--- src/rtl/rle_blob_tracker.sv ---
// rtl/rle_blob_tracker.sv - links per-line RLE runs into vertical blobs, reports the tallest per frame
// A frame result is latched on frame_start and held on a valid/ready port until accepted.
module rle_blob_tracker #(
    parameter int IMAGE_W   = 638,
    parameter int IMAGE_H   = 480,
    parameter int GAP_TOL   = 2,
    parameter int MIN_LINES = 4
) (
    input  logic        CLK,
    input  logic        RST,
    input  logic        frame_start,
    input  logic        line_end,
    input  logic [9:0]  stream1,
    input  logic [9:0]  stream2,
    input  logic        out_ready,
    output logic        out_valid,
    output logic        found,
    output logic [9:0]  x_min,
    output logic [9:0]  x_max,
    output logic [8:0]  y_min,
    output logic [8:0]  y_max,
    output logic [9:0]  x_centre,
    output logic [8:0]  y_centre,
    output logic [18:0] area,
    output logic        dropped
);

    localparam logic [10:0] XMAX     = 11'(IMAGE_W - 1);
    localparam logic [8:0]  HLIM     = 9'(IMAGE_H);
    localparam logic [3:0]  GTOL     = 4'(GAP_TOL);
    localparam logic [8:0]  MINL     = 9'(MIN_LINES);
    localparam logic [19:0] AREA_SAT = 20'h7FFFF;

    typedef enum logic [1:0] {
        ST_IDLE,
        ST_BLOB,
        ST_GAP
    } state_t;

    typedef struct packed {
        logic [9:0]  x_min;
        logic [9:0]  x_max;
        logic [8:0]  y_min;
        logic [8:0]  y_max;
        logic [18:0] area;
        logic [8:0]  lines;
    } blob_t;

    state_t      r_state, w_state_n;
    blob_t       r_cur, w_cur_n;
    blob_t       r_best, w_best_n;
    blob_t       w_final;
    logic [9:0]  r_last_rs, w_last_rs_n;
    logic [9:0]  r_last_re, w_last_re_n;
    logic [3:0]  r_gap, w_gap_n;
    logic [8:0]  r_line_idx, w_line_idx_n;

    logic        r_out_valid;
    logic        r_found;
    logic [9:0]  r_x_min, r_x_max, r_x_centre;
    logic [8:0]  r_y_min, r_y_max, r_y_centre;
    logic [18:0] r_area;
    logic        r_dropped;

    logic [10:0] w_sum;
    logic [9:0]  w_re;
    logic [9:0]  w_diff;
    logic [18:0] w_len;
    logic [19:0] w_area_sum;
    logic [18:0] w_area_ext;
    logic        w_in_frame, w_hit, w_miss, w_overlap, w_cur_wins;
    logic [3:0]  w_gap_inc;
    blob_t       w_open, w_ext;
    logic        w_found;

    // Run end is formed at 11 bits so a run spilling past the right edge clips instead of wrapping.
    assign w_sum      = {1'b0, stream1} + {1'b0, stream2} - 11'd1;
    assign w_re       = (w_sum > XMAX) ? XMAX[9:0] : w_sum[9:0];
    assign w_diff     = w_re - stream1;
    assign w_len      = (w_re >= stream1) ? ({9'd0, w_diff} + 19'd1) : 19'd0;
    assign w_area_sum = {1'b0, r_cur.area} + {1'b0, w_len};
    assign w_area_ext = (w_area_sum > AREA_SAT) ? AREA_SAT[18:0] : w_area_sum[18:0];

    assign w_in_frame = (r_line_idx < HLIM);
    assign w_hit      = line_end && w_in_frame && (stream2 != 10'd0);
    assign w_miss     = line_end && w_in_frame && (stream2 == 10'd0);
    assign w_overlap  = (stream1 <= r_last_re) && (w_re >= r_last_rs);
    assign w_cur_wins = (r_cur.lines > r_best.lines);
    assign w_gap_inc  = r_gap + 4'd1;

    always_comb begin
        w_open       = '0;
        w_open.x_min = stream1;
        w_open.x_max = w_re;
        w_open.y_min = r_line_idx;
        w_open.y_max = r_line_idx;
        w_open.area  = w_len;
        w_open.lines = 9'd1;

        w_ext        = r_cur;
        w_ext.x_min  = (stream1 < r_cur.x_min) ? stream1 : r_cur.x_min;
        w_ext.x_max  = (w_re > r_cur.x_max) ? w_re : r_cur.x_max;
        w_ext.y_max  = r_line_idx;
        w_ext.area   = w_area_ext;
        w_ext.lines  = r_cur.lines + 9'd1;
    end

    always_comb begin
        w_state_n    = r_state;
        w_cur_n      = r_cur;
        w_best_n     = r_best;
        w_last_rs_n  = r_last_rs;
        w_last_re_n  = r_last_re;
        w_gap_n      = r_gap;
        w_line_idx_n = r_line_idx;
        w_final      = '0;

        if (line_end && w_in_frame) begin
            w_line_idx_n = r_line_idx + 9'd1;
        end

        case (r_state)
            ST_IDLE: begin
                if (w_hit) begin
                    w_cur_n     = w_open;
                    w_last_rs_n = stream1;
                    w_last_re_n = w_re;
                    w_gap_n     = 4'd0;
                    w_state_n   = ST_BLOB;
                end
            end
            ST_BLOB, ST_GAP: begin
                if (w_hit && w_overlap) begin
                    w_cur_n     = w_ext;
                    w_last_rs_n = stream1;
                    w_last_re_n = w_re;
                    w_gap_n     = 4'd0;
                    w_state_n   = ST_BLOB;
                end else if (w_hit) begin
                    if (w_cur_wins) begin
                        w_best_n = r_cur;
                    end
                    w_cur_n     = w_open;
                    w_last_rs_n = stream1;
                    w_last_re_n = w_re;
                    w_gap_n     = 4'd0;
                    w_state_n   = ST_BLOB;
                end else if (w_miss) begin
                    if (r_state == ST_BLOB) begin
                        w_gap_n   = 4'd1;
                        w_state_n = ST_GAP;
                    end else begin
                        w_gap_n = w_gap_inc;
                        if (w_gap_inc > GTOL) begin
                            if (w_cur_wins) begin
                                w_best_n = r_cur;
                            end
                            w_state_n = ST_IDLE;
                        end
                    end
                end
            end
            default: w_state_n = ST_IDLE;
        endcase

        // The frame's own last line is folded in above before the open blob is closed here.
        w_final = w_best_n;
        if ((w_state_n != ST_IDLE) && (w_cur_n.lines > w_best_n.lines)) begin
            w_final = w_cur_n;
        end

        if (frame_start) begin
            w_state_n    = ST_IDLE;
            w_cur_n      = '0;
            w_best_n     = '0;
            w_last_rs_n  = 10'd0;
            w_last_re_n  = 10'd0;
            w_gap_n      = 4'd0;
            w_line_idx_n = 9'd0;
        end
    end

    assign w_found = (w_final.lines >= MINL);

    always_ff @(posedge CLK) begin
        if (RST) begin
            r_state    <= ST_IDLE;
            r_cur      <= '0;
            r_best     <= '0;
            r_last_rs  <= 10'd0;
            r_last_re  <= 10'd0;
            r_gap      <= 4'd0;
            r_line_idx <= 9'd0;
        end else begin
            r_state    <= w_state_n;
            r_cur      <= w_cur_n;
            r_best     <= w_best_n;
            r_last_rs  <= w_last_rs_n;
            r_last_re  <= w_last_re_n;
            r_gap      <= w_gap_n;
            r_line_idx <= w_line_idx_n;
        end
    end

    always_ff @(posedge CLK) begin
        if (RST) begin
            r_out_valid <= 1'b0;
            r_found     <= 1'b0;
            r_x_min     <= 10'd0;
            r_x_max     <= 10'd0;
            r_y_min     <= 9'd0;
            r_y_max     <= 9'd0;
            r_x_centre  <= 10'd0;
            r_y_centre  <= 9'd0;
            r_area      <= 19'd0;
            r_dropped   <= 1'b0;
        end else begin
            r_dropped <= frame_start && r_out_valid && !out_ready;
            if (frame_start) begin
                r_out_valid <= 1'b1;
                r_found     <= w_found;
                if (w_found) begin
                    r_x_min    <= w_final.x_min;
                    r_x_max    <= w_final.x_max;
                    r_y_min    <= w_final.y_min;
                    r_y_max    <= w_final.y_max;
                    r_x_centre <= 10'(({1'b0, w_final.x_min} + {1'b0, w_final.x_max}) >> 1);
                    r_y_centre <= 9'(({1'b0, w_final.y_min} + {1'b0, w_final.y_max}) >> 1);
                    r_area     <= w_final.area;
                end else begin
                    r_x_min    <= 10'd0;
                    r_x_max    <= 10'd0;
                    r_y_min    <= 9'd0;
                    r_y_max    <= 9'd0;
                    r_x_centre <= 10'd0;
                    r_y_centre <= 9'd0;
                    r_area     <= 19'd0;
                end
            end else if (r_out_valid && out_ready) begin
                r_out_valid <= 1'b0;
            end
        end
    end

    assign out_valid = r_out_valid;
    assign found     = r_found;
    assign x_min     = r_x_min;
    assign x_max     = r_x_max;
    assign y_min     = r_y_min;
    assign y_max     = r_y_max;
    assign x_centre  = r_x_centre;
    assign y_centre  = r_y_centre;
    assign area      = r_area;
    assign dropped   = r_dropped;

endmodule

--- config.mk ---
export PLATFORM = sky130hd
export DESIGN_NAME = rle_blob_tracker
export DESIGN_NICKNAME = d
export VERILOG_FILES = /design/src/rtl/rle_blob_tracker.sv
export SDC_FILE = /design/constraint.sdc
export NUM_CORES = 1
export LEC_CHECK = 0
export ABC_CLOCK_PERIOD_IN_PS = 11580
export CAP_MARGIN = 10
export CORE_UTILIZATION = 45
export DETAILED_ROUTE_END_ITERATION = 10
export DONT_BUFFER_PORTS = 1
export GPL_TIMING_DRIVEN = 0
export PLACE_DENSITY = 0.66
export SETUP_SLACK_MARGIN = 0.02
export SYNTH_ARGS = -nofsm -noshare
export SYNTH_HDL_FRONTEND = slang
export SYNTH_SLANG_ARGS = --single-unit
--- constraint.sdc ---
create_clock -name CLK -period 11.58 [get_ports CLK]
set_clock_uncertainty 0.1 [all_clocks]
set_input_delay 2.316 -clock CLK [delete_from_list [all_inputs] [get_ports CLK]]
set_output_delay 2.316 -clock CLK [all_outputs]
set_load 0.03 [all_outputs]
==> reports/results.txt, run 1 <==
In this run the static leakage power is 6.80 nW. By area, the combinational part of the netlist is dominated by compound AO/OA/AOI/OAI gates. The run gives 30.8% as the worst slew margin relative to its limit.

In this run switching power makes up 32.1% of total power. After Yosys synthesis, XOR and XNOR cells account for 3.03% of the synthesized area. The most numerous cell type found on the critical path is sky130_fd_sc_hd__a21o_1.

The die covers 32800 µm². Data on the critical path arrives at its endpoint at 11.45 ns. Summed over all layers, the routed wires come to 45700 µm.

The number of nets with antenna violations after detailed routing is 0. Max-cap violations in this run came to 0. The number of input and output port buffers inserted is 0. Most frequently used flop master after synthesis: sky130_fd_sc_hd__dfxtp_1. The clock net in this run drives a total of 246 sinks. The cell area after layout is 16200 µm², and the fraction of layout cells with a size suffix above 1 is 7.32%.

The tools report the via total after detailed routing as 13300. Sorting the synthesized cells by area gives the leading types as sky130_fd_sc_hd__dfxtp_1 34%, sky130_fd_sc_hd__ha_1 10%, sky130_fd_sc_hd__nor2_1 6.0%, sky130_fd_sc_hd__a21oi_1 4.6%, sky130_fd_sc_hd__mux2i_1 4.4%. Across all register-to-register paths, the minimum setup slack is 4.10 ns. The multi-input combinational cells in the finished layout cover a total of 8820 µm². Measured along the y axis, the die boundary spans 181 µm.

The clock power share was 38.4%. Once detailed placement completed, the half-perimeter wirelength came to 34300 µm. The register area share after synthesis is 34.1%. STA classifies the critical path startpoint as an input pin. TritonCTS built the clock tree. Summing all flip-flop and latch instances after layout gives 4920 µm². Delay of the slowest critical-path stage: 0.51 ns. For the worst setup path, the data required time is 11.90 ns. The filler cell count came out at 3049. The flow ran to the end, and the final reports show no timing, DRC or antenna violations. The synthesized design contains 0 enable-type register cells. The cell type with the highest aggregate area in the netlist is sky130_fd_sc_hd__dfxtp_1. The compound-cell area share of the yosys netlist works out to 23.2%. The most common cell in the synthesized netlist was sky130_fd_sc_hd__dfxtp_1. The total grt overflow was 0; the number of endpoints failing setup at the final stage was 0.

The final-layout worst hold slack is 0.353 ns. The post-layout minimum cycle time is 11.13 ns, and the total number of H-tree levels is 1. Synthesis produced a netlist whose cell count is 1771. In this run the count of I/O pins placed on the die edge is 104. After floorplanning, the core was divided into 65 placement rows. In this run the horizontal extent of the chip is 181 µm. Internal power contribution: 1.62 mW.

Of the available clock period, the critical path in the final layout requires 96.1%. In the final routed layout, each cell accounts on average for 20.5 µm. In this run, distinct cell masters in the synthesized netlist total 94.

In this run the cell area measured after placement is 14900 µm². For this run, asynchronously set or reset flops after synthesis account for 0%. After clock tree synthesis, the clock-pin slew on the worst setup and hold paths is 0.06 ns. The global-route usage over all layers is 27.3%, and the combinational share of power is 25.0%.

Along the worst path, the maximum fanout reaches 10. The tools report the number of global-route vias before repair as 12600. The first global-routing pass estimated 71000 µm of wire. The starting density of the core came out at 45.7%.

The tools report the area of the core as 31600 µm². The Yosys step of the flow raised 0 warnings. The critical path is of the in -> reg type. For this run, the post-layout net count is 1959. The number of antenna diodes in the final layout is 0. The tools report the initial antenna violation count as 2. Type of destination of the critical path: a register. The maximum VDD drop was 0.0980 mV; the adder-cell share of the synthesized area was 11.2%. The synthesized design contains 246 register bits.

Before CTS, the worst setup slack after placement is -2.63 ns. Power spread over the standard cell area amounts to 148 nW/µm². The final number of max-transition violations was 0; the mux contribution to synthesized area was 4.83%. The number of buffers created by CTS is 28, and the maximum number of buffers from clock root to sink is 3. After layout, the worst setup slack is 0.453 ns. The clock reaches the later pin of the worst-skew pair after 0.55 ns. In this run, the number of DRC markers left after iteration 0 of detailed routing was 1289. In this run the mean area of a mapped cell was 8.15 µm². The count of hold-fix buffers inserted at cts came out at 0.

The commonest cells after synthesis are 246 x sky130_fd_sc_hd__dfxtp_1, 231 x sky130_fd_sc_hd__nor2_1, 169 x sky130_fd_sc_hd__nand2_1. Routability-driven placement finished with a final weighted congestion of 0.949. The number of buffers and inverters on the critical path is 8. The finished layout holds 2233 standard cells, fillers aside. The number of placed instances, taps included is 2173. The type of the most critical hold path was reg -> reg. The reported net switching power is 766 µW. Of the post-synthesis cell area, the dominant cell type holds 34.1%. The synthesized-area fraction occupied by and/or/nand/nor cells was 17.9%; the per-cell via count in the routed design was 5.94. The family with the most delay on the worst path was compound AO/OA/AOI/OAI gates. The run gives 0 as the final-report hold violation count. Synthesis produced a netlist with a net count of 1919. The clock tree root buffer cell was sky130_fd_sc_hd__clkbuf_16. In the routed design, unresolved DRC markers number 0. The cell area that synthesis handed to floorplanning was 14400 µm². The maximum number of pins on one net before global-route repair is 14.

Slew at the pin closest to its max-slew limit: 1.03 ns. The number of search-and-repair iterations in the first detailed-routing pass was 5; the maximum clock frequency was 0.0899 GHz. Registers are responsible for 36.6% of the overall power.

The completed layout was analyzed and its total power is 2.39 mW. The slowest stage of the critical path is the sky130_fd_sc_hd__fa_1 cell. The layout overhead on the synthesized area works out to 11.9%.
==> final timing paths <==
| kind | endpoint | start | cells after the start |
|---|---|---|---|
| max reg2reg | x_centre[9]$_SDFFE_PP0P_ | r_line_idx[6]$_SDFFE_PP0P_ | 31 |
| min | register | register | 2 |
| max | x_centre[9]$_SDFFE_PP0P_ | stream1[1] | 48 |
| min reg2reg | register | register | 2 |
==> worst min-delay path: cells and delay by family (launching register included) <==
kind | cells | cell delay (ns)
compound gates | 1 | 0.05
flops | 1 | 0.31
simple gates | 1 | 0.05
==> layout by cell type (no fill, tap or decap), types with 18 or more instances in the layout <==
| master | netlist | layout |
|---|---|---|
| sky130_fd_sc_hd__clkbuf_16 | 0 | 29 |
| sky130_fd_sc_hd__o21ai_0 | 81 | 80 |
| sky130_fd_sc_hd__ha_1 | 119 | 119 |
| sky130_fd_sc_hd__nand3_1 | 32 | 30 |
| sky130_fd_sc_hd__clkbuf_1 | 67 | 63 |
| sky130_fd_sc_hd__inv_1 | 129 | 128 |
| sky130_fd_sc_hd__nor2_1 | 231 | 227 |
| sky130_fd_sc_hd__dfxtp_1 | 246 | 246 |
| sky130_fd_sc_hd__xor2_1 | 18 | 18 |
| sky130_fd_sc_hd__a21oi_1 | 132 | 129 |
| sky130_fd_sc_hd__nor3_1 | 29 | 24 |
| sky130_fd_sc_hd__nand2_1 | 169 | 169 |
| sky130_fd_sc_hd__xnor2_1 | 30 | 30 |
| sky130_fd_sc_hd__a22oi_1 | 50 | 50 |
| sky130_fd_sc_hd__mux2i_1 | 64 | 63 |
| sky130_fd_sc_hd__a21o_1 | 33 | 33 |
| sky130_fd_sc_hd__a22o_1 | 56 | 56 |
==> power by group through the flow <==
stage	registers, mW	logic, mW	clock network [mW]
CTS	0.874	0.577	0.925
global placement	0.893	0.552	0
detailed placement	0.893	0.564	0
floorplan	0.890	0.424	0
finish	0.875	0.597	0.915
global route	0.876	0.655	0.957
==> per-layer routing <==
layer	up-vias	GRT usage, %	share of wire (%)
met4	2	9.15	3.4
li1	6368	-	-
met5	-	0	0.028
met3	98	4.43	6.9
met2	458	44.2	45
met1	6348	36.9	45
==> flip-flops by register name (all words and copies together), names as in the netlist, 2 cells and up, named ones only <==
register and flops:
y_centre 9, area 19, x_min 10, r_gap 4, r_best 66, r_line_idx 9, y_max 9, y_min 9
r_state 2, x_max 10, r_cur 66, x_centre 10
==> metrics by stage <==
step / setup TNS [ns] / util (%)
after floorplan: 0 / -
after global placement: -61.36 / 47.3
after detailed placement: -67.00 / 47.4
after CTS: 0 / 50.9
after global routing: -0.201 / 51.2
final: 0 / 51.2
==> layout make-up <==
type	count	share of cell area, %
tap	402	3.11
multi-input combinational	1310	54.6
inverter	130	3.02
sequential	246	30.5
clock inverter	6	0.403
clock buffer	44	5.52
timing repair buffer	11	0.511
buffer	84	2.35
==> repair_timing <==
action	CTS	global route
resized for setup	38	21
setup buffers	1	10
setup endpoints to repair	52	15
pin swaps	0	9
==> logic make-up after synthesis <==
kind of cell	after synthesis
flip-flops	246
adder cells (fa/ha/maj)	127
buffers and inverters	215
XOR/XNOR	49
AND/OR/NAND/NOR	575
AO/OA/AOI/OAI	490
multiplexers	69
No activity file was read; power rests on OpenSTA's default activity.
==> inputs of run 2 (changes only) <==
--- a/config.mk
+++ b/config.mk
@@ -11,7 +11,6 @@
 export DETAILED_ROUTE_END_ITERATION = 10
 export DONT_BUFFER_PORTS = 1
 export GPL_TIMING_DRIVEN = 0
-export PLACE_DENSITY = 0.66
 export SETUP_SLACK_MARGIN = 0.02
 export SYNTH_ARGS = -nofsm -noshare
 export SYNTH_HDL_FRONTEND = slang
==> run 2 against run 1 <==
  * Clock power about the same
  * Combinational power about the same
  * Utilization about the same
  * Fmax up 0.21%
  * Via count down 0.40%
  * Flip-flop and latch count unchanged
  * Setup slack better by 0.023 ns
  * Register-to-register slack worse by 0.21 ns
  * Non-clock buffer count down 2
  * Die area unchanged
==> reports/results.txt, run 2 (synthesis gave the netlist of run 1 again) <==
The flow ran to the end, and the final reports show no timing, DRC or antenna violations. The switching portion of total power was 32.3% (was 32.1%). Worst-path cell with the longest stage delay: sky130_fd_sc_hd__o311ai_4 (was sky130_fd_sc_hd__fa_1). Critical path data required time: 11.91 ns (was 11.90 ns). The detailed-route wire length per cell was 20.5 µm (about the same); the per-cell via count in the routed design was 5.93 (was 5.94). The tools report the cell area after layout as 16200 µm² (about the same). Most common cell after layout, fill and taps aside: sky130_fd_sc_hd__dfxtp_1 (unchanged).

The run gives 0 (unchanged) as the final number of max-transition violations. The tools report the number of endpoints failing setup at the final stage as 0 (unchanged). The most frequent cell on the critical path is sky130_fd_sc_hd__a21o_1 (unchanged).

The sequential fraction of design power came out at 36.6% (about the same). The area enclosed by the die boundary is 32800 µm² (unchanged). The worst-path maximum fanout is 10 (unchanged). Leading cell types in the layout, fill and taps excluded: 246 x sky130_fd_sc_hd__dfxtp_1, 228 x sky130_fd_sc_hd__nor2_1, 167 x sky130_fd_sc_hd__nand2_1, 129 x sky130_fd_sc_hd__a21oi_1, 128 x sky130_fd_sc_hd__inv_1 (was 246 x sky130_fd_sc_hd__dfxtp_1, 227 x sky130_fd_sc_hd__nor2_1, 169 x sky130_fd_sc_hd__nand2_1, 129 x sky130_fd_sc_hd__a21oi_1, 128 x sky130_fd_sc_hd__inv_1).

The layout overhead on the synthesized area came out at 12.0% (was 11.9%). The register clock-pin slew on the reported worst setup and hold paths is 0.06 ns (about the same), and the final layout net count is 1957 (was 1959). The run gives 0.57 ns (was 0.55 ns) as the latest clock arrival within the worst-skew pair. The violation count after the first detailed-route iteration is 1286 (was 1289), and the via total after detailed routing is 13200 (was 13300). Type of the setup path with the least slack: in -> reg (unchanged).

The number of input and output port buffers inserted is 0 (unchanged), and the worst slew margin relative to its limit is 31.4% (was 30.8%). Fraction of layout cells with a size suffix above 1: 7.33% (was 7.32%). The run gives 6.81 nW (was 6.80 nW) as the total leakage power.

The x dimension of the die was 181 µm (unchanged); the number of buffers created by CTS was 28 (unchanged). For the count of maximum capacitance violations, the log shows 0 (unchanged). Combinational share of power: 25.1% (was 25.0%). The slew at the pin closest to its max-slew limit is 1.02 ns (was 1.03 ns), and the I/O pin total is 104 (unchanged).

The final critical-path share of the clock period works out to 95.9% (was 96.1%). The maximum clock frequency is 0.0901 GHz (was 0.0899 GHz), and the total wire length after detailed routing is 45700 µm (about the same). For the reported net switching power, the log shows 771 µW (was 766 µW).

The tools report the CTS sink count as 246 (unchanged). The startpoint type of the worst setup path is an input pin (unchanged). The number of global-route vias before repair was 12500 (was 12600). Final estimated routing congestion in global placement: 0.935 (was 0.949). The internal power contribution came out at 1.61 mW (was 1.62 mW). Clock tree root buffer cell: sky130_fd_sc_hd__clkbuf_16 (unchanged).

The starting density of the core is 45.7% (unchanged), and the worst setup margin is 0.476 ns (was 0.453 ns). Global-route wire length before repair: 71400 µm (was 71000 µm). The global-route usage over all layers is 27.7% (was 27.3%). The standard-cell row count was 65 (unchanged); the arrival time of the worst setup path was 11.43 ns (was 11.45 ns). Total power divided by cell area: 148 nW/µm² (about the same). The area of the core came out at 31600 µm² (unchanged).

For the maximum VDD drop, the log shows 0.105 mV (was 0.0980 mV). The maximum number of buffers from clock root to sink was 3 (unchanged); the residual DRC count was 0 (unchanged). TritonCTS built the clock tree.

The post-layout minimum cycle time works out to 11.10 ns (was 11.13 ns). The type of the most critical hold path was reg -> reg (unchanged). The number of nets with antenna violations after detailed routing is 0 (unchanged), and the worst-case setup slack after placement is -3.01 ns (was -2.63 ns). Setup TNS: 0 ns (unchanged). The type of destination of the critical path was a register (unchanged). The half-perimeter wire length after detailed placement came out at 34900 µm (was 34300 µm). The initial antenna violation count was 0 (was 2). The delay of the slowest critical-path stage was 0.46 ns (was 0.51 ns). The run gives 6 (was 5) as the number of search-and-repair iterations in the first detailed-routing pass. The total number of H-tree levels is 1 (unchanged).

The vertical extent of the die was 181 µm (unchanged); the final-report hold violation count was 0 (unchanged). The total grt overflow was 0 (unchanged). The logs give 38.3% (was 38.4%) for the clock power share and 16 (was 14) for the maximum number of pins on one net before global-route repair. The total cell area at the placement stage is 14900 µm² (about the same), and the total inserted antenna cells is 0 (unchanged).
==> run 2: cell count changes in the layout (fill, tap and decap cells not counted), moves of 2 or more <==
cell	delta
sky130_fd_sc_hd__nand2_2	+2
sky130_fd_sc_hd__clkbuf_8	-3
sky130_fd_sc_hd__buf_6	-2
sky130_fd_sc_hd__nand2_1	-2
sky130_fd_sc_hd__clkbuf_2	+2
==> run 2: per-stage QoR <==
stage | util [%] | hold WS, ns | power, mW | std cells
2_1_floorplan | - | 0.336 | 1.31 | 1771
3_3_place_gp | 47.3 | 0.342 | 1.45 | 2173
3_5_place_dp | 47.4 | 0.347 | 1.46 | 2174
4_1_cts | 50.8 | 0.356 | 2.38 | 2226
5_1_grt | 51.2 | 0.382 | 2.51 | 2231
6_report | 51.2 | 0.356 | 2.39 | 2231
==> run 2: power groups by stage <==
stage / logic (mW) / registers [mW] / clock network (mW)
floorplan: 0.424 / 0.890 / 0
global placement: 0.555 / 0.893 / 0
detailed placement: 0.567 / 0.893 / 0
CTS: 0.581 / 0.874 / 0.930
global route: 0.659 / 0.875 / 0.971
finish: 0.598 / 0.874 / 0.914
==> run 2: what timing repair did <==
action,in CTS,in global routing
setup endpoints to repair,73,12
pin swaps,1,6
endpoints found under the hold margin,0,0
resized for setup,38,27
hold buffers,0,0
setup buffers,2,7
==> run 2: final timing paths <==
path	start	endpoint	slack (ns)	cells after the start
setup / recovery	stream1[1]	x_centre[9]$_SDFFE_PP0P_	0.48	41
hold / removal	register	register	0.36	2
setup reg to reg	r_state[0]$_SDFF_PP0_	x_centre[9]$_SDFFE_PP0P_	3.89	31
hold reg to reg	register	register	0.36	2
==> run 2: final cells by class <==
class                   count  area (µm²)
flip-flops and latches    246        4920
multi-input cells        1310        8830
repair buffers             10        72.6
fillers                  3057       15400
plain buffers              83         383
clock inverters             9         129
well taps                 402         503
inverters                 130         488
clock buffers              41         830
==> run 2: metal layers <==
layer | global-route usage (%) | part of all wire [%] | vias to the layer above
met1 | 37.2 | 45 | 6298
met3 | 5.58 | 7.3 | 93
met5 | 0 | 0 | -
met2 | 44.2 | 44 | 452
li1 | - | - | 6378
met4 | 9.29 | 3.2 | 0
==> run 2: worst max-delay path, delay by kind of cell <==
| kind | cells | cell delay (ns) |
|---|---|---|
| fa+ha+maj | 6 | 1.91 |
| buf+inv | 8 | 1.30 |
| compound gates | 21 | 4.48 |
| simple gates | 6 | 1.40 |
==> inputs of run 3 (changes only) <==
--- a/config.mk
+++ b/config.mk
@@ -7,10 +7,11 @@
 export LEC_CHECK = 0
 export ABC_CLOCK_PERIOD_IN_PS = 11580
 export CAP_MARGIN = 10
-export CORE_UTILIZATION = 45
+export CORE_UTILIZATION = 25
 export DETAILED_ROUTE_END_ITERATION = 10
 export DONT_BUFFER_PORTS = 1
 export GPL_TIMING_DRIVEN = 0
+export PLACE_DENSITY_LB_ADDON = 0.1
 export SETUP_SLACK_MARGIN = 0.02
 export SYNTH_ARGS = -nofsm -noshare
 export SYNTH_HDL_FRONTEND = slang
==> run 3 against run 2 <==
  * Combinational power is 6.9% higher
  * Cell count grew 17%
  * Die area rose by 79%
  * Global-route usage down 9.0 points
  * Register-to-register slack lost 0.13 ns
  * Fmax up 0.50%
  * Largest cell class unchanged
  * Utilization down 21 points
  * Hold slack lost 0.0029 ns
  * Cell area is 4.8% higher
==> reports/results.txt, run 3 (synthesis gave the netlist of run 1 again) <==
The area enclosed by the die boundary was 58700 µm² (was 32800 µm²). Final number of max-transition violations: 0 (unchanged). The worst-path maximum fanout works out to 10 (unchanged). The clock power share is 41.2% (was 38.3%). The latest clock arrival within the worst-skew pair came out at 0.60 ns (was 0.57 ns). The vertical extent of the die is 242 µm (was 181 µm), and the multi-input combinational cell area is 8930 µm² (was 8830 µm²). The logs give 34.0% (was 36.6%) for the sequential fraction of design power and 12700 (was 12500) for the number of global-route vias before repair.

The total wire length after detailed routing was 55800 µm (was 45700 µm); the global-route wire length before repair was 83900 µm (was 71400 µm). Worst-path cell with the longest stage delay: sky130_fd_sc_hd__o32ai_1 (was sky130_fd_sc_hd__o311ai_4). The cell count of the worst reg-to-reg path came out at 26 (was 31).

The flow ran to the end, and the final reports show no timing, DRC or antenna violations. The arrival time of the worst setup path is 11.40 ns (was 11.43 ns), and the starting density of the core is 25.5% (was 45.7%). Type of the setup path with the least slack: in -> reg (unchanged). The logs give 2529 (was 2174) for the number of placed instances, taps included and 18.5% (was 31.4%) for the worst slew margin relative to its limit.

The total grt overflow was 0 (unchanged). The x dimension of the die is 242 µm (was 181 µm), and the buffering stage count on the worst path with inverters included is 7 (was 8). The run gives 6070 (was 3057) as the filler cell count. The worst setup margin was 0.531 ns (was 0.476 ns). The tools report the final estimated routing congestion in global placement as 0.831 (was 0.935).

The area of the core is 56700 µm² (was 31600 µm²), and the maximum clock frequency is 0.0905 GHz (was 0.0901 GHz). The fraction of layout cells with a size suffix above 1 was 8.78% (was 7.33%). The type of the most critical hold path is reg -> reg (unchanged). For the number of nets with antenna violations after detailed routing, the log shows 0 (unchanged).

The total leakage power is 6.96 nW (was 6.81 nW). The number of input and output port buffers inserted was 0 (unchanged); the register clock-pin slew on the reported worst setup and hold paths was 0.05 ns (was 0.06 ns). The logs give 87 (was 65) for the standard-cell row count and 18.7% (was 27.7%) for the global-route usage over all layers. The final critical-path share of the clock period was 95.4% (was 95.9%). The family with the most delay on the worst path is compound AO/OA/AOI/OAI gates (unchanged). The switching portion of total power is 33.0% (was 32.3%). Type of destination of the critical path: a register (unchanged). Worst-case setup slack after placement: -3.27 ns (was -3.01 ns). For the number of search-and-repair iterations in the first detailed-routing pass, the log shows 6 (unchanged).

The count of maximum capacitance violations was 0 (unchanged). The run gives 890 (was 1286) as the violation count after the first detailed-route iteration. Core occupancy in the finished layout: 29.9% (was 51.2%). The clock tree root buffer cell is sky130_fd_sc_hd__clkbuf_16 (unchanged). The tools report the internal power contribution as 1.73 mW (was 1.61 mW). The tools report the critical path data required time as 11.94 ns (was 11.91 ns). The post-layout minimum cycle time came out at 11.05 ns (was 11.10 ns).

The maximum number of buffers from clock root to sink was 3 (unchanged). The slew at the pin closest to its max-slew limit was 1.22 ns (was 1.02 ns). The most frequent cell on the critical path is sky130_fd_sc_hd__a21o_1 (unchanged). Combinational share of power: 24.8% (was 25.1%). Setup repair after global routing left no endpoint under its margin. The CTS sink count was 246 (unchanged); the initial antenna violation count was 1 (was 0).

The logs give 104 (unchanged) for the I/O pin total and 1 (unchanged) for the total number of H-tree levels. Setup TNS: 0 ns (unchanged). The tools report the startpoint type of the worst setup path as an input pin (unchanged). The total power divided by cell area came out at 152 nW/µm² (was 148 nW/µm²). The most common cell after layout, fill and taps aside is sky130_fd_sc_hd__dfxtp_1 (unchanged). The layout overhead on the synthesized area was 17.4% (was 12.0%); the number of cells on the critical path was 42 (was 41). The tools report the maximum VDD drop as 0.123 mV (was 0.105 mV).

The maximum number of pins on one net before global-route repair is 17 (was 16). The total cell area at the placement stage is 15400 µm² (was 14900 µm²), and the reported net switching power is 850 µW (was 771 µW). The logs give 1969 (was 1957) for the final layout net count and 2603 (was 2231) for the number of non-filler instances in the completed layout. For the area taken by flip-flops and latches, the log shows 4920 µm² (unchanged). TritonCTS built the clock tree.

The half-perimeter wire length after detailed placement came out at 42700 µm (was 34900 µm). The delay of the slowest critical-path stage is 0.69 ns (was 0.46 ns), and the count of hold-fix buffers inserted at cts is 0 (unchanged). The via total after detailed routing is 13100 (was 13200), and the hold-critical path depth is 2 (unchanged). Number of endpoints failing setup at the final stage: 0 (unchanged).

For the cell area after layout, the log shows 16900 µm² (was 16200 µm²). The logs give 0 (unchanged) for the final-report hold violation count and 31 (was 28) for the number of buffers created by CTS. Per-cell via count in the routed design: 5.02 (was 5.93).

Leading cell types in the layout, fill and taps excluded: 246 x sky130_fd_sc_hd__dfxtp_1, 226 x sky130_fd_sc_hd__nor2_1, 166 x sky130_fd_sc_hd__nand2_1, 129 x sky130_fd_sc_hd__a21oi_1, 128 x sky130_fd_sc_hd__inv_1 (was 246 x sky130_fd_sc_hd__dfxtp_1, 228 x sky130_fd_sc_hd__nor2_1, 167 x sky130_fd_sc_hd__nand2_1, 129 x sky130_fd_sc_hd__a21oi_1, 128 x sky130_fd_sc_hd__inv_1). The detailed-route wire length per cell is 21.4 µm (was 20.5 µm), and the residual DRC count is 0 (unchanged).
## run 3: cell count changes in the layout (fill, tap and decap cells not counted), sizes merged
cell      before  now
buf           29   36
clkbuf       105  106
inv          129  133
diode          0    1
bufinv         2    5
clkinvlp       2    1
clkinv         6    9
## run 3: area by class of cell
cell class	count	area share, %
diodes	1	0.0148
plain buffers	85	2.43
clock buffers	40	5.13
clock inverters	18	1.44
inverters	130	2.88
multi-input cells	1310	52.7
flip-flops and latches	246	29.1
well taps	756	5.58
repair buffers	17	0.753
## run 3: worst reg2reg max path, stage by stage (launching register included)
cell and delay [ns]:
sky130_fd_sc_hd__dfxtp_1 0.29, sky130_fd_sc_hd__clkbuf_1 0.18, sky130_fd_sc_hd__a41oi_1 0.58, sky130_fd_sc_hd__nor2b_1 0.51, sky130_fd_sc_hd__clkbuf_1 0.55, sky130_fd_sc_hd__nand4_1 0.42, sky130_fd_sc_hd__buf_4 0.32, sky130_fd_sc_hd__or2_2 0.35
sky130_fd_sc_hd__o21ai_0 0.42, sky130_fd_sc_hd__ha_1 0.22, sky130_fd_sc_hd__nand4_1 0.10, sky130_fd_sc_hd__o32ai_1 0.69, sky130_fd_sc_hd__or3_4 0.28, sky130_fd_sc_hd__clkbuf_8 0.22, sky130_fd_sc_hd__clkbuf_8 0.26, sky130_fd_sc_hd__nor2_1 0.11
sky130_fd_sc_hd__a22o_1 0.27, sky130_fd_sc_hd__fa_2 0.45, sky130_fd_sc_hd__a21o_1 0.17, sky130_fd_sc_hd__a21o_1 0.20, sky130_fd_sc_hd__a21o_1 0.19, sky130_fd_sc_hd__a21oi_2 0.18, sky130_fd_sc_hd__o21bai_1 0.09, sky130_fd_sc_hd__a21oi_2 0.19
sky130_fd_sc_hd__o21bai_1 0.08, sky130_fd_sc_hd__a21oi_1 0.17, sky130_fd_sc_hd__o21ai_0 0.09
## run 3: repair_timing
item                       4_1_cts  5_1_grt
pin swaps                        1       13
buffers inserted                 2       13
setup endpoints to repair       77       33
resized for setup               46       44
## run 3: worst paths after layout
check                                                 from                        to  slack, ns
worst max-delay path                            stream1[1]  x_centre[9]$_SDFFE_PP0P_       0.53
worst min-delay path                              register                  register       0.35
worst max register to register  r_line_idx[6]$_SDFFE_PP0P_  x_centre[9]$_SDFFE_PP0P_       3.76
worst min register to register                    register                  register       0.35
## run 3: power groups by stage
stage	combinational [mW]	clock, mW	sequential (mW)
after floorplan	0.424	0	0.890
after global placement	0.595	0	0.894
after detailed placement	0.600	0	0.894
after CTS	0.616	1.09	0.875
after global routing	0.707	1.13	0.877
final	0.639	1.06	0.875
## run 3: metrics by stage
step / total power [mW] / hold slack [ns]
after floorplan: 1.31 / 0.336
after global placement: 1.49 / 0.344
after detailed placement: 1.49 / 0.346
after CTS: 2.58 / 0.356
after global routing: 2.71 / 0.375
final: 2.58 / 0.354
## run 3: per-layer routing
layer | wire length [µm] | up-vias | global-route usage, % | share of wire [%]
met3 | 2710 | 60 | 2.81 | 4.9
met1 | 27100 | 6331 | 26.3 | 48
met5 | 0 | - | 0 | 0
met4 | 999 | 0 | 3.39 | 1.8
met2 | 25000 | 294 | 30.3 | 45
li1 | - | 6381 | - | -
